$ cat config.mk
export PLATFORM = sky130hd
export DESIGN_NAME = hazard_match_pipe
export DESIGN_NICKNAME = d
export VERILOG_FILES = /design/src/rtl/hazard_match_pipe.sv
export SDC_FILE = /design/constraint.sdc
export NUM_CORES = 1
export LEC_CHECK = 0
export ABC_AREA = 1
export CORE_MARGIN = 3
export CORE_UTILIZATION = 48
export DETAILED_ROUTE_END_ITERATION = 10
export PLACE_DENSITY = 0.76
export REMOVE_ABC_BUFFERS = 1
export SLEW_MARGIN = 20
export SYNTH_ARGS = -nofsm -noshare
export SYNTH_HDL_FRONTEND = slang
export SYNTH_SLANG_ARGS = --single-unit
$ cat constraint.sdc
create_clock -name clk -period 1.9 [get_ports clk]
set_input_delay 0.38 -clock clk [delete_from_list [all_inputs] [get_ports clk]]
set_output_delay 0.38 -clock clk [all_outputs]
set_load 0.02 [all_outputs]
$ cat src/rtl/hazard_match_pipe.sv
`default_nettype none
// ============================================================================
//  Module   : hazard_match_pipe
//  Purpose  : Register-address / control pipeline D->E->M->W for the hazard
//             unit. Carries source and destination register numbers plus
//             RegWrite/MemtoReg down the pipe. FlushE turns the E stage into
//             a bubble. The module produces the Match_* compare signals and
//             keeps a saturating count of the bubbles it has inserted.
//  Ports    : clk, reset_n (async, active low)
//             RA1D/RA2D/WA3D, ValidD, RegWriteD, MemtoRegD  - decode stage in
//             FlushE                                        - bubble request
//             RA1E/RA2E/WA3E/WA3M/WA3W                      - stage addresses
//             RegWriteM/RegWriteW/MemtoRegE                 - valid-gated ctrl
//             Match_1E_M/1E_W/2E_M/2E_W/12D_E               - compare results
//             BubbleCount                                   - bubbles since reset
//  Revision : 1.0  initial release
// ============================================================================
module hazard_match_pipe #(
  parameter int ADDR_W = 4,
  parameter int PC_REG = 15,
  parameter int CNT_W  = 16
) (
  input  logic              clk,
  input  logic              reset_n,
  input  logic [ADDR_W-1:0] RA1D,
  input  logic [ADDR_W-1:0] RA2D,
  input  logic [ADDR_W-1:0] WA3D,
  input  logic              ValidD,
  input  logic              RegWriteD,
  input  logic              MemtoRegD,
  input  logic              FlushE,
  output logic [ADDR_W-1:0] RA1E,
  output logic [ADDR_W-1:0] RA2E,
  output logic [ADDR_W-1:0] WA3E,
  output logic [ADDR_W-1:0] WA3M,
  output logic [ADDR_W-1:0] WA3W,
  output logic              RegWriteM,
  output logic              RegWriteW,
  output logic              MemtoRegE,
  output logic              Match_1E_M,
  output logic              Match_1E_W,
  output logic              Match_2E_M,
  output logic              Match_2E_W,
  output logic              Match_12D_E,
  output logic [CNT_W-1:0]  BubbleCount
);

  // PC reads are never forwarded, so the PC register number never matches.
  localparam logic [ADDR_W-1:0] c_pc_reg = ADDR_W'(PC_REG);

  // ---------------- stage registers ----------------
  logic [ADDR_W-1:0] ra1_e_q, ra1_e_d;
  logic [ADDR_W-1:0] ra2_e_q, ra2_e_d;
  logic [ADDR_W-1:0] wa3_e_q, wa3_e_d;
  logic              valid_e_q, valid_e_d;
  logic              regwrite_e_q, regwrite_e_d;
  logic              memtoreg_e_q, memtoreg_e_d;

  logic [ADDR_W-1:0] wa3_m_q, wa3_m_d;
  logic              valid_m_q, valid_m_d;
  logic              regwrite_m_q, regwrite_m_d;

  logic [ADDR_W-1:0] wa3_w_q, wa3_w_d;
  logic              valid_w_q, valid_w_d;
  logic              regwrite_w_q, regwrite_w_d;

  logic [CNT_W-1:0]  bubble_cnt_q, bubble_cnt_d;

  // ---------------- next-state logic ----------------
  always_comb begin
    // Address fields follow D even on a flush; they are don't-care once the
    // stage is marked invalid, and this avoids an extra mux.
    ra1_e_d      = RA1D;
    ra2_e_d      = RA2D;
    wa3_e_d      = WA3D;
    valid_e_d    = ValidD;
    regwrite_e_d = RegWriteD;
    memtoreg_e_d = MemtoRegD;
    if (FlushE) begin
      valid_e_d    = 1'b0;
      regwrite_e_d = 1'b0;
      memtoreg_e_d = 1'b0;
    end

    // M and W never stall or flush: M always takes the old E contents.
    wa3_m_d      = wa3_e_q;
    valid_m_d    = valid_e_q;
    regwrite_m_d = regwrite_e_q;

    wa3_w_d      = wa3_m_q;
    valid_w_d    = valid_m_q;
    regwrite_w_d = regwrite_m_q;

    // The counter saturates at all-ones instead of wrapping.
    bubble_cnt_d = bubble_cnt_q;
    if (FlushE && (bubble_cnt_q != {CNT_W{1'b1}})) begin
      bubble_cnt_d = bubble_cnt_q + CNT_W'(1);
    end
  end

  always_ff @(posedge clk or negedge reset_n) begin
    if (!reset_n) begin
      ra1_e_q      <= '0;
      ra2_e_q      <= '0;
      wa3_e_q      <= '0;
      valid_e_q    <= 1'b0;
      regwrite_e_q <= 1'b0;
      memtoreg_e_q <= 1'b0;
      wa3_m_q      <= '0;
      valid_m_q    <= 1'b0;
      regwrite_m_q <= 1'b0;
      wa3_w_q      <= '0;
      valid_w_q    <= 1'b0;
      regwrite_w_q <= 1'b0;
      bubble_cnt_q <= '0;
    end else begin
      ra1_e_q      <= ra1_e_d;
      ra2_e_q      <= ra2_e_d;
      wa3_e_q      <= wa3_e_d;
      valid_e_q    <= valid_e_d;
      regwrite_e_q <= regwrite_e_d;
      memtoreg_e_q <= memtoreg_e_d;
      wa3_m_q      <= wa3_m_d;
      valid_m_q    <= valid_m_d;
      regwrite_m_q <= regwrite_m_d;
      wa3_w_q      <= wa3_w_d;
      valid_w_q    <= valid_w_d;
      regwrite_w_q <= regwrite_w_d;
      bubble_cnt_q <= bubble_cnt_d;
    end
  end

  // ---------------- compare / output logic ----------------
  logic w_wr_e;
  logic w_wr_m;
  logic w_wr_w;
  logic w_ra1e_ok;
  logic w_ra2e_ok;
  logic w_ra1d_hit;
  logic w_ra2d_hit;

  always_comb begin
    // A stage is a forwarding source only if it holds a real, writing instr.
    w_wr_e     = valid_e_q & regwrite_e_q;
    w_wr_m     = valid_m_q & regwrite_m_q;
    w_wr_w     = valid_w_q & regwrite_w_q;
    w_ra1e_ok  = valid_e_q & (ra1_e_q != c_pc_reg);
    w_ra2e_ok  = valid_e_q & (ra2_e_q != c_pc_reg);
    w_ra1d_hit = (RA1D == wa3_e_q) & (RA1D != c_pc_reg);
    w_ra2d_hit = (RA2D == wa3_e_q) & (RA2D != c_pc_reg);
  end

  assign RA1E        = ra1_e_q;
  assign RA2E        = ra2_e_q;
  assign WA3E        = wa3_e_q;
  assign WA3M        = wa3_m_q;
  assign WA3W        = wa3_w_q;
  assign RegWriteM   = w_wr_m;
  assign RegWriteW   = w_wr_w;
  assign MemtoRegE   = valid_e_q & memtoreg_e_q;
  assign Match_1E_M  = w_ra1e_ok & w_wr_m & (ra1_e_q == wa3_m_q);
  assign Match_1E_W  = w_ra1e_ok & w_wr_w & (ra1_e_q == wa3_w_q);
  assign Match_2E_M  = w_ra2e_ok & w_wr_m & (ra2_e_q == wa3_m_q);
  assign Match_2E_W  = w_ra2e_ok & w_wr_w & (ra2_e_q == wa3_w_q);
  assign Match_12D_E = ValidD & w_wr_e & (w_ra1d_hit | w_ra2d_hit);
  assign BubbleCount = bubble_cnt_q;

endmodule
`default_nettype wire

==> results, run 1 <==
- Leaving out fill and tap cells, the most frequent cell in the layout is nand2_1.
- The width of the die is 73.7 um.
- The residual antenna-violating net count after detailed routing is 0.
- The worst hold path belongs to the class in -> async.
- The post-synthesis register bit count is 43.
- The vias per cell is 5.06.
- The kind of start point of the critical path is an input port.
- The minimum period implied by the final worst setup slack is between 1.5 and 2 ns.
- The number of pins exceeding their max-slew limit in the final report is 0.
- In the final design database the tool counted 371 nets.
- For this run, the register share of the synthesized area comes to between 40% and 50%.
- The cell family with the largest share of critical-path delay is buffers and inverters.
- The slowest library cell on the worst path is clkdlybuf4s50_1.
- The mapped netlist covers 2200 um^2.
- The final critical path takes up 96.3% of the cycle.
- From bottom edge to top edge, the die measures between 70 and 80 um.
- For the worst-skew pair, the clock arrives at the later sink with an insertion delay of between 0.2 and 0.3 ns.
- Port buffering added 61 buffers.
- The distinct cell type count after synthesis is 24.
- Once detailed placement completed, the half-perimeter wirelength came to 4310 um.
- Among the stages of the critical path, the cell type that occurs most often is nand2_1.
- The floorplan die area is 5430 um^2.
- The number of I/O pins is 62.
- The number of DRC markers after the initial detailed-route iteration is 138.
- 0 antenna diodes ended up in the layout.
- Headroom to the max-slew limit came out at 70.9%.
- The via count of the first global-routing pass is 1943.
- The power density relative to cell area is 822 nW/um^2.
- The layout cell share with drive strength beyond 1 is 18.2%.
- The setup total negative slack is 0 ns.
- Of all nets on the critical path, the largest fanout is 3.
- Hold timing on the final database bottoms out at a slack of ~0.017 ns.
- The CTS sink count is 43.
- The final count of hold timing violations was 0.
- For this run, design rule violations remaining after detail routing come to 0.
- Compared with the post-synthesis result, the final layout area differs by 41.7%.
- The flow ran to the end, and the final reports show no timing, DRC or antenna violations.
- The library cells used most frequently in the layout, excluding fill and tap cells, are nand2_1 (74), clkdlybuf4s50_1 (48), dfrtp_1 (39).
- The cell sitting at the root of the clock tree is a clkbuf_8.
- The TritonCTS clock tree is yes.
- For this run, the detailed router's first-pass iteration total came to 4.
- The clock arrives with 0.00535 ns of skew.
- STA puts the critical path data arrival time at 1.45 ns.
- Hold repair after CTS inserted 0 buffers.
- For this configuration, the core starts out at a cell density of a little over half.
- The number of antenna violations at the first check in global routing is 0.
- Together, buffers and inverters on the worst path number 2.
- The type of the setup path with the least slack is in -> out.
- The delay of the slowest cell on the worst path is around 0.45 ns.
- In this run the mean area of a mapped cell was 8.15 um^2.
- The critical path goes through clkdlybuf4s50_1, nand2_1, nand2_1, nor2_1, nand3_1, a21oi_2, buf_6.
- The depth of the CTS H-tree is 2.
- The congestion estimate from routability-driven global placement came to 0.903.
- The first global-routing pass estimated 9000 um of wire.
- The number of fill cells in the layout is 333.
- The routed layout has between 2k and 2.5k vias.
- The worst vdd rail ir drop is 0.000661 V.
- Dividing the detail-routed wire length by the instance count gives 14.3 um.
- After floorplanning, the core was divided into 23 placement rows.
- Global routing used 21.6% of the available tracks.
- At the pin with the least slew margin, the transition time is 0.436 ns.
- Across the run, the number of max-cap violations was 0.
- The total of endpoints with negative setup slack in the final report is 0.
- The type of element capturing the critical path is an output port.
- The routed wire length is 5740 um.
- The maximum clock frequency is 0.547 GHz.
- Counting every instance in the synthesized netlist gives 270.
- The total core area is 4200 um^2.
- Counting the buffers created by CTS gives 5.
- Entering global routing, the biggest net connects 27 pins.
- The total overflow left after global routing is 0.
- The analysis attributes to cell leakage a power of 1.50 nW.
- The maximum number of buffers from clock root to sink is 2.
- STA puts the critical path data required time at 1.52 ns.
- After clock tree synthesis, the clock-pin slew on the worst setup and hold paths is approximately 0.08 ns.
- The Yosys step of the flow raised 0 warnings.
final timing paths:
check,endpoint,startpoint,slack (ns),depth (start not counted)
max reg2reg,BubbleCount[14],BubbleCount[0],0.28,9
min reg2reg,regwrite_w_q,regwrite_m_q,0.38,0
max,Match_12D_E,RA2D[0],0.07,7
min in group clk,RA2E[2],RA2D[2],0.23,1
min,BubbleCount[10],reset_n,0.02,1
max in group asynchronous,RA2E[1],reset_n,1.38,2
where the power goes:
group	internal (mW)	switching, mW
combinational	0.337	0.382
clock	0.385	0.302
sequential	1.01	0.145
total	1.74	0.829
synth_stat cells (all sizes together):
library cell | instances | area [um^2]
a21oi | 5 | 25.0
a41oi | 2 | 17.5
buf | 2 | 22.5
dfrtp | 43 | 1080
ha | 1 | 12.5
inv | 36 | 135
nand2 | 86 | 358
nand3 | 16 | 85.1
nand4 | 9 | 56.3
nor2 | 39 | 171
nor3 | 1 | 5.00
o2111ai | 1 | 8.76
o21ai | 13 | 95.1
o22ai | 3 | 18.8
xnor2 | 6 | 52.6
xor2 | 7 | 61.3
cells by family (layout without fill, tap and decap cells):
logic type	after synthesis	in the layout	synth area share (%)
fa+ha+maj	1	1	0.568
compound gates	24	24	7.50
buf+inv	38	120	7.16
flops	43	43	48.9
simple gates	151	151	30.7
xor+xnor	13	13	5.17
worst reg2reg max path: cells and delay by family, from the launching register on:
kind          cells  cell delay (ns)
fa+ha+maj         1             0.25
buf+inv           2             0.28
flops             1             0.50
simple gates      6             0.47
area by class of cell:
cell class	count	area [um^2]	share of cell area, %
clock buffers	6	72.6	2.33
clock inverters	1	30.0	0.963
inverters	36	135	4.33
multi-input cells	189	987	31.7
flip-flops and latches	43	1080	34.7
well taps	50	62.6	2.01
repair buffers	77	749	24.0
per-layer routing:
| layer | up-vias | track usage (%) | share of wire [%] |
|---|---|---|---|
| met5 | - | 0 | 0 |
| met4 | 0 | 8.25 | 1.7 |
| met3 | 10 | 3.15 | 4.8 |
| met2 | 62 | 37.4 | 51 |
| met1 | 951 | 27.2 | 42 |
| li1 | 1010 | - | - |
through the flow:
| step | setup WS [ns] | power, mW | util (%) | cell area (um^2) | cells |
|---|---|---|---|---|---|
| 5_1_grt | -0.0168 | 2.71 | 74.2 | 3120 | 402 |
| 4_1_cts | 0.00204 | 2.57 | 73.1 | 3070 | 400 |
| 6_report | 0.0704 | 2.56 | 74.2 | 3120 | 402 |
| 3_5_place_dp | -0.429 | 1.89 | 70.8 | 2980 | 393 |
| 2_1_floorplan | -0.0885 | 1.52 | - | 2180 | 268 |
| 3_3_place_gp | -0.413 | 1.87 | 70.8 | 2980 | 393 |
repair_timing:
action,in CTS,in global routing
setup buffers,0,2
gates resized for setup,16,22
pin swaps,1,6
setup endpoints to repair,5,6
flip-flops by register name, summed over array words and instances, names as in the netlist:
name,cells
BubbleCount,16
RA1E,4
RA2E,4
WA3E,4
WA3M,4
WA3W,4
memtoreg_e_q,1
regwrite_e_q,1
regwrite_m_q,1
regwrite_w_q,1
valid_e_q,1
valid_m_q,1
valid_w_q,1
(Power assumes the default switching activity.)
==> inputs of run 2 (changes only) <==
- CTS_CLUSTER_SIZE: unset -> 40
==> results of run 2 <==
The final DEF is identical to that of run 1; final timing and power are the same.
